## config.mk

```make
export PLATFORM = sky130hd
export DESIGN_NAME = mux_ip_filter_multi_flat
export DESIGN_NICKNAME = d
export VERILOG_FILES = /design/src/rtl/mux_ip_filter_pkg.sv /design/src/rtl/mux_ip_filter_multi_if.sv /design/src/rtl/mux_ip_filter_cfg.sv /design/src/rtl/mux_ip_filter_multi.sv /design/src/flat_wrapper.sv
export SDC_FILE = /design/constraint.sdc
export NUM_CORES = 1
export LEC_CHECK = 0
export BUFFER_PORTS_ARGS = -buffer_cell sky130_fd_sc_hd__buf_2
export CAP_MARGIN = 20
export CORE_ASPECT_RATIO = 0.7
export CORE_UTILIZATION = 62
export DETAILED_ROUTE_END_ITERATION = 16
export HOLD_SLACK_MARGIN = 0.15
export PLACE_DENSITY_LB_ADDON = 0.3
export SETUP_SLACK_MARGIN = 0.05
export SYNTH_ARGS = -nofsm -noshare
export SYNTH_HDL_FRONTEND = slang
export SYNTH_SLANG_ARGS = --single-unit
```

## constraint.sdc

```tcl
create_clock -name clk -period 3.3 [get_ports clk]
set_input_delay 0.165 -clock clk [delete_from_list [all_inputs] [get_ports clk]]
set_output_delay 0.165 -clock clk [all_outputs]
set_load 0.01 [all_outputs]
```

## src/rtl/mux_ip_filter_pkg.sv

```systemverilog
// Shared types and constants for the multi-rule IP filter.
// Rule records, pipeline stage bundle, decision states, config opcodes.
package mux_ip_filter_pkg;

  localparam logic [7:0] OP_WRITE = 8'h01;
  localparam logic [7:0] OP_MODE  = 8'h02;
  localparam logic [7:0] OP_CLEAR = 8'h03;

  localparam logic [3:0] LEN_WRITE = 4'd9;
  localparam logic [3:0] LEN_MODE  = 4'd2;
  localparam logic [3:0] LEN_CLEAR = 4'd1;

  localparam logic MODE_REJECT = 1'b0;
  localparam logic MODE_PASS   = 1'b1;

  typedef struct packed {
    logic        valid;
    logic [31:0] ip;
    logic [15:0] port;
  } rule_t;

  typedef struct packed {
    logic        en;
    logic [32:0] data;
  } stage_t;

  typedef enum logic [2:0] {
    S_IDLE,
    S_HDR,
    S_W1,
    S_W2,
    S_FWD,
    S_DROP
  } state_t;

  // Port 0 in a rule matches any destination port.
  function automatic logic rule_hit(
    rule_t       r,
    logic [31:0] ip,
    logic [15:0] port
  );
    return r.valid && (r.ip == ip) &&
           ((r.port == '0) || (r.port == port));
  endfunction

endpackage

```

## src/rtl/mux_ip_filter_multi_if.sv

```systemverilog
// Stream and config bus bundle for the multi-rule IP filter.
// master drives traffic/config, slave is the filter.
interface mux_ip_filter_multi_if #(
  parameter int CNT_W = 16
);
  logic [32:0]      ts_din;
  logic             ts_din_en;
  logic [7:0]       con_din;
  logic             con_din_en;
  logic [32:0]      ts_dout;
  logic             ts_dout_en;
  logic [CNT_W-1:0] pass_cnt;
  logic [CNT_W-1:0] drop_cnt;

  modport master (
    output ts_din, ts_din_en, con_din, con_din_en,
    input  ts_dout, ts_dout_en, pass_cnt, drop_cnt
  );

  modport slave (
    input  ts_din, ts_din_en, con_din, con_din_en,
    output ts_dout, ts_dout_en, pass_cnt, drop_cnt
  );
endinterface

```

## src/rtl/mux_ip_filter_cfg.sv

```systemverilog
// Config byte parser: collects a frame into a shadow record and
// emits one-cycle commit strobes when the frame closes cleanly.
module mux_ip_filter_cfg
  import mux_ip_filter_pkg::*;
#(
  parameter int N_RULES = 8,
  parameter int IDX_W   = 3
) (
  input  logic             clk,
  input  logic             rst,
  input  logic [7:0]       con_din,
  input  logic             con_din_en,
  output logic             wr_en,
  output logic [IDX_W-1:0] idx,
  output rule_t            rule,
  output logic             clr,
  output logic             mode_wr,
  output logic             mode
);

  localparam logic [7:0] N_MAX = 8'(N_RULES);

  logic [3:0]  cnt;
  logic        en_q;
  logic [7:0]  op;
  logic [7:0]  b1;
  logic        vld;
  logic [31:0] ip;
  logic [15:0] port;
  logic        done;

  always_ff @(posedge clk) begin
    if (rst) begin
      cnt  <= '0;
      en_q <= 1'b0;
      op   <= '0;
      b1   <= '0;
      vld  <= 1'b0;
      ip   <= '0;
      port <= '0;
    end else begin
      en_q <= con_din_en;
      if (con_din_en) begin
        // Saturate so over-long frames never wrap to a legal length.
        if (cnt != 4'hf) cnt <= cnt + 4'd1;
        case (cnt)
          4'd0:                   op   <= con_din;
          4'd1:                   b1   <= con_din;
          4'd2:                   vld  <= con_din[0];
          4'd3, 4'd4, 4'd5, 4'd6: ip   <= {ip[23:0], con_din};
          4'd7, 4'd8:             port <= {port[7:0], con_din};
          default: ;
        endcase
      end else begin
        cnt <= '0;
      end
    end
  end

  assign done = en_q && !con_din_en;

  always_comb begin
    wr_en   = 1'b0;
    clr     = 1'b0;
    mode_wr = 1'b0;
    if (done) begin
      unique case (1'b1)
        op == OP_WRITE: wr_en   = (cnt == LEN_WRITE) && (b1 < N_MAX);
        op == OP_MODE:  mode_wr = (cnt == LEN_MODE);
        op == OP_CLEAR: clr     = (cnt == LEN_CLEAR);
        default: ;
      endcase
    end
  end

  assign idx  = b1[IDX_W-1:0];
  assign mode = b1[0];
  assign rule = '{valid: vld, ip: ip, port: port};

endmodule

```

## src/rtl/mux_ip_filter_multi.sv

```systemverilog
// N-rule (IP, port) packet filter on the TS-over-IP word stream.
// Whole packets pass or drop behind a 3-stage delay line.
module mux_ip_filter_multi
  import mux_ip_filter_pkg::*;
#(
  parameter int N_RULES = 8,
  parameter int IDX_W   = (N_RULES > 1) ? $clog2(N_RULES) : 1,
  parameter int CNT_W   = 16
) (
  input logic                clk,
  input logic                rst,
  mux_ip_filter_multi_if.slave bus
);

  logic             wr_en;
  logic             clr;
  logic             mode_wr;
  logic             mode_in;
  logic [IDX_W-1:0] wr_idx;
  rule_t            wr_rule;

  rule_t            rules [N_RULES];
  logic             mode;
  stage_t           s1, s2, s3;
  state_t           state, state_nx;
  logic             pass_q;
  logic             hit;
  logic             din_hdr;
  logic             din_body;
  logic             dec;
  logic             fwd;
  logic [CNT_W-1:0] pass_cnt;
  logic [CNT_W-1:0] drop_cnt;

  mux_ip_filter_cfg #(
    .N_RULES (N_RULES),
    .IDX_W   (IDX_W)
  ) u_cfg (
    .clk        (clk),
    .rst        (rst),
    .con_din    (bus.con_din),
    .con_din_en (bus.con_din_en),
    .wr_en      (wr_en),
    .idx        (wr_idx),
    .rule       (wr_rule),
    .clr        (clr),
    .mode_wr    (mode_wr),
    .mode       (mode_in)
  );

  always_ff @(posedge clk) begin
    if (rst) begin
      for (int r = 0; r < N_RULES; r++) rules[r] <= '0;
      mode <= MODE_REJECT;
    end else begin
      if (clr) begin
        for (int r = 0; r < N_RULES; r++) rules[r].valid <= 1'b0;
      end else if (wr_en) begin
        rules[wr_idx] <= wr_rule;
      end
      if (mode_wr) mode <= mode_in;
    end
  end

  // With the header in s2, word1 sits in s1 and word2 is on the input.
  always_comb begin
    hit = 1'b0;
    for (int r = 0; r < N_RULES; r++) begin
      if (rule_hit(rules[r], s1.data[31:0], bus.ts_din[15:0])) hit = 1'b1;
    end
  end

  assign din_hdr  = bus.ts_din_en && bus.ts_din[32];
  assign din_body = bus.ts_din_en && !bus.ts_din[32];
  assign dec      = (state == S_W1) && din_body &&
                    ((mode == MODE_PASS) ? hit : !hit);

  always_comb begin
    state_nx = state;
    unique case (state)
      S_IDLE: if (din_hdr) state_nx = S_HDR;
      S_HDR:  state_nx = din_hdr ? S_HDR : (din_body ? S_W1 : S_DROP);
      S_W1:   state_nx = din_hdr ? S_HDR : (din_body ? S_W2 : S_DROP);
      S_W2:   state_nx = din_hdr ? S_HDR : (pass_q ? S_FWD : S_DROP);
      S_FWD,
      S_DROP: if (din_hdr) state_nx = S_HDR;
      default: state_nx = S_IDLE;
    endcase
  end

  always_ff @(posedge clk) begin
    if (rst) begin
      s1       <= '0;
      s2       <= '0;
      s3       <= '0;
      state    <= S_IDLE;
      pass_q   <= 1'b0;
      pass_cnt <= '0;
      drop_cnt <= '0;
    end else begin
      s1    <= '{en: bus.ts_din_en, data: bus.ts_din};
      s2    <= s1;
      s3    <= s2;
      state <= state_nx;
      // Latch as the header steps into s3 so the old tail keeps its verdict.
      if (s2.en && s2.data[32]) pass_q <= dec;
      if (s3.en && s3.data[32]) begin
        if (pass_q) begin
          if (pass_cnt != '1) pass_cnt <= pass_cnt + 1'b1;
        end else begin
          if (drop_cnt != '1) drop_cnt <= drop_cnt + 1'b1;
        end
      end
    end
  end

  assign fwd            = s3.en && pass_q;
  assign bus.ts_dout_en = fwd;
  assign bus.ts_dout    = fwd ? s3.data : '0;
  assign bus.pass_cnt   = pass_cnt;
  assign bus.drop_cnt   = drop_cnt;

endmodule
```

## src/flat_wrapper.sv

```systemverilog
// flat-port wrapper written by rule: the top's interface ports become plain ports
module mux_ip_filter_multi_flat import mux_ip_filter_pkg::*;
#(
  parameter int N_RULES = 8,
  parameter int IDX_W   = (N_RULES > 1) ? $clog2(N_RULES) : 1,
  parameter int CNT_W   = 16
)
  (clk, rst, bus_ts_din, bus_ts_din_en, bus_con_din, bus_con_din_en, bus_ts_dout, bus_ts_dout_en, bus_pass_cnt, bus_drop_cnt);
  mux_ip_filter_multi_if #(.CNT_W(CNT_W)) bus_i ();
  input logic clk;
  input logic rst;
  input wire logic [$bits(bus_i.ts_din)-1:0] bus_ts_din;
  input wire logic [$bits(bus_i.ts_din_en)-1:0] bus_ts_din_en;
  input wire logic [$bits(bus_i.con_din)-1:0] bus_con_din;
  input wire logic [$bits(bus_i.con_din_en)-1:0] bus_con_din_en;
  output wire logic [$bits(bus_i.ts_dout)-1:0] bus_ts_dout;
  output wire logic [$bits(bus_i.ts_dout_en)-1:0] bus_ts_dout_en;
  output wire logic [$bits(bus_i.pass_cnt)-1:0] bus_pass_cnt;
  output wire logic [$bits(bus_i.drop_cnt)-1:0] bus_drop_cnt;
  assign bus_i.ts_din = bus_ts_din;
  assign bus_i.ts_din_en = bus_ts_din_en;
  assign bus_i.con_din = bus_con_din;
  assign bus_i.con_din_en = bus_con_din_en;
  assign bus_ts_dout = bus_i.ts_dout;
  assign bus_ts_dout_en = bus_i.ts_dout_en;
  assign bus_pass_cnt = bus_i.pass_cnt;
  assign bus_drop_cnt = bus_i.drop_cnt;
  mux_ip_filter_multi #(.N_RULES(N_RULES), .IDX_W(IDX_W), .CNT_W(CNT_W)) u_core (.clk(clk), .rst(rst), .bus(bus_i));
endmodule
```

==> run_results.csv <==
group,metric,value,unit
clock_tree,cts.clk_slew.worst_paths,0.07,ns
route,drt-total-wl,75400,um
clock_tree,cts_root_buf,"clkbuf_16",
die,pin_count,111,
worst_setup_path,cp.buffers_inverters,1,
die,fp.dieArea,0.0440,sq mm
timing,worst_slack,0.100,ns
power_and_ir_drop,ir_worst_vdd,0.000361,V
clock_tree,cts_buffer_depth,3,
synthesis,synth_area_per_cell,12.0,sq um
hold_path,holdPathStages,3,
timing,relSlewSlack,40.0,%
synthesis,synthArstFlopShare,0,%
power_and_ir_drop,p_int,0.0123,W
timing,tightestPinTransition,0.892,ns
power_and_ir_drop,finalPower,0.0158,W
power_and_ir_drop,sw_frac_of_total,22.5,%
global_route,overflow,0,
hold_path,min_path_type,"in2reg",
clock_tree,cts.sinks,601,
die,initial_core_util,63.0,%
timing,finalHoldViolations,0,
power_and_ir_drop,power.leakage,12.3,nW
power_and_ir_drop,p_comb_share,5.8,%
cells_and_area,layout_commonest_cell,"and2_1",
power_and_ir_drop,p_switching,0.00356,W
timing,fin_crit,3.20,ns
worst_setup_path,reg2reg_to,"u_core.pass_q",
route,drt-pass1-iter-count,5,
timing,setup_viol,0,
hold_path,min_from,"bus_ts_din[20]",
global_route,grt_pass1_vias,17100,
synthesis,synthCells,2236,
power_and_ir_drop,p_clk_share,40.9,%
clock_tree,htreeDepth,2,
place,port_buffers,110,
synthesis,ys_seq_area_share,59.7,%
cells_and_area,drive_above_1_share,11.7,%
cells_and_area,syn_to_final_growth,12.7,%
timing,rsz0062_at_grt,"false",
worst_setup_path,critPathLaunchType,"flop",
worst_setup_path,cp_cell_sequence,"xor2_1 > nor4_1 > nand4_1 > a2111oi_0 > buf_4 > a41oi_1 > a31o_1 > nand3_1",
worst_setup_path,critPathKind,"reg2reg",
timing,finalCritPeriodShare,97.0,%
synthesis,synth.distinct_cells,54,
worst_setup_path,cp_top_family,"compound AO/OA/AOI/OAI gates",
route,wire_per_inst,25.3,um
clock_tree,clk-insertion-delay-late,0.60,ns
synthesis,yosys_warnings,0,
route,drc,0,
place,hpwl,49700,um
synthesis,synth_edf_count,392,
run,drv_cap,0,
die,core,0.0424,sq mm
die,die_w,250,um
place,dp_slack,0.261,ns
worst_setup_path,r2r-start,"u_core.s1[9]",
route,drtIter0Drc,2507,
cells_and_area,final_cell_mix,"395 x and2_1, 392 x edfxtp_1, 376 x xor2_1",
hold_path,whs_endpoint,"u_core.s1[20]",
power_and_ir_drop,seq_power_share,53.3,%
cells_and_area,nFillCells,2875,
global_route,grt_pass1_wl,110000,um
route,routed_via_density,6.06,
synthesis,synthFlopType,"edfxtp_1",
outcome,outcome,"completed",
place,routabilityCongestion,0.999,
timing,slew_violations,0,
worst_setup_path,reg2reg_depth,8,
timing,setup-tns-final,0,ns
worst_setup_path,cpMaxStageDelayCell,"dfxtp_1",
timing,fmax,313,MHz
synthesis,syn_nets,2287,
worst_setup_path,path_max_fanout,10,
route,num_vias,18000,
clock_tree,cts_buffers,54,
synthesis,synth_area,0.0267,sq mm
global_route,grt_max_degree,122,
worst_setup_path,endpoint_kind,"flop",
synthesis,synth-seq-cells,601,
worst_setup_path,critical_path_arrival,3.74,ns
global_route,grt_usage,34.3,%
worst_setup_path,reg2reg_slack,0.10,ns
power_and_ir_drop,p_per_area,525,mW/mm^2
route,antenna_left,0,
global_route,antenna_found_initial,3,
die,row_count,63,
cells_and_area,final_nets,2432,
worst_setup_path,cp_data_required_time,3.84,ns
worst_setup_path,crit_path_max_incr_delay,0.88,ns
clock_tree,cts_setup_buffers,0,
die,die_h,176,um
timing,finClkSkew,0.0207,ns
clock_tree,cts_tree,"built",
## power groups by stage
stage | clock [W] | sequential, W | combinational (W)
floorplan | 0 | 0.00846 | 0.000590
global placement | 0 | 0.00856 | 0.000834
detailed placement | 0 | 0.00857 | 0.000847
CTS | 0.00649 | 0.00841 | 0.000899
global route | 0.00679 | 0.00843 | 0.000967
finish | 0.00647 | 0.00842 | 0.000918
## metal layers
metal	share of wire, %	global-route usage (%)
met3	15	11.1
met2	42	49.4
met1	40	49.6
met4	3.0	9.48
met5	0	0
## flip-flops by register name (all words and copies together) (netlist names)
register	cells
u_core.bus.drop_cnt	16
u_core.pass_q	1
u_core.s2	34
u_core.u_cfg.en_q	1
u_core.s3	34
u_core.mode	1
u_core.u_cfg.ip	32
u_core.u_cfg.b1	8
u_core.s1	34
u_core.u_cfg.port	16
u_core.u_cfg.op	8
u_core.u_cfg.cnt	4
u_core.bus.pass_cnt	16
u_core.u_cfg.vld	1
u_core.state	3
u_core.rules	392
## tightest hold or removal path: stages
cell,delay [ns]
dlygate4sd3_1,0.52
buf_2,0.09
nor2b_1,0.10
## layout make-up
type,instances,area [sq um],share of cell area (%)
Clock buffer,68,1470,4.87
Sequential cell,601,16000,53.0
Clock inverter,33,332,1.10
Inverter,16,60.1,0.199
Antenna cell,1,2.50,0.00831
Multi-Input combinational cell,1490,10000,33.3
Tap cell,552,691,2.29
Timing Repair Buffer,218,1590,5.28
## per-stage QoR
step	utilization, %	hold slack, ns	instances	cell area [sq um]
finish	71.0	0.331	2979	30100
global route	71.0	0.349	2978	30100
CTS	71.0	0.316	2977	30100
detailed placement	65.7	0.383	2831	27900
global placement	65.7	0.378	2831	27900
floorplan	-	0.248	2236	26700
## cell usage after synthesis (all sizes together) (37+ instances only)
library cell | number | share of area [%]
and2 | 395 | 9.2
edfxtp | 392 | 44
xor2 | 376 | 12
dfxtp | 209 | 16
nand2 | 124 | 1.8
nor4 | 123 | 2.9
nor2b | 99 | 2.3
clkbuf | 78 | 1.3
nor2 | 71 | 1.2
a21oi | 59 | 1.1
buf | 51 | 1.3
nand4 | 37 | 0.92
## cells by family after synthesis
group	count (synthesis)	synth area share [%]
multiplexers	20	0.749
AO/OA/AOI/OAI	99	2.18
XOR/XNOR	402	13.2
adder cells (fa/ha/maj)	6	0.281
flip-flops	601	59.7
AND/OR/NAND/NOR	963	21.1
buffers and inverters	145	2.83
## how the worst max path moves through the flow
| stage | startpoint | end | slack [ns] | depth (start not counted) |
|---|---|---|---|---|
| after floorplan | u_core.u_cfg.cnt[0] | u_core.rules[0][0] | 0.48 | 8 |
| after global placement | u_core.s1[23] | u_core.pass_q | 0.17 | 8 |
| after detailed placement | u_core.s1[23] | u_core.pass_q | 0.26 | 8 |
| after CTS | u_core.s1[23] | u_core.pass_q | 0.20 | 8 |
| after global routing | u_core.s1[9] | u_core.pass_q | 0.07 | 8 |
| final | u_core.s1[9] | u_core.pass_q | 0.10 | 8 |
## timing repair
action | CTS | global route
endpoints found under the hold margin | 93 | 0
endpoints found under the setup margin | 0 | 1
gates resized for setup | 0 | 1
hold buffers | 45 | 0
(Power assumes the default switching activity.)
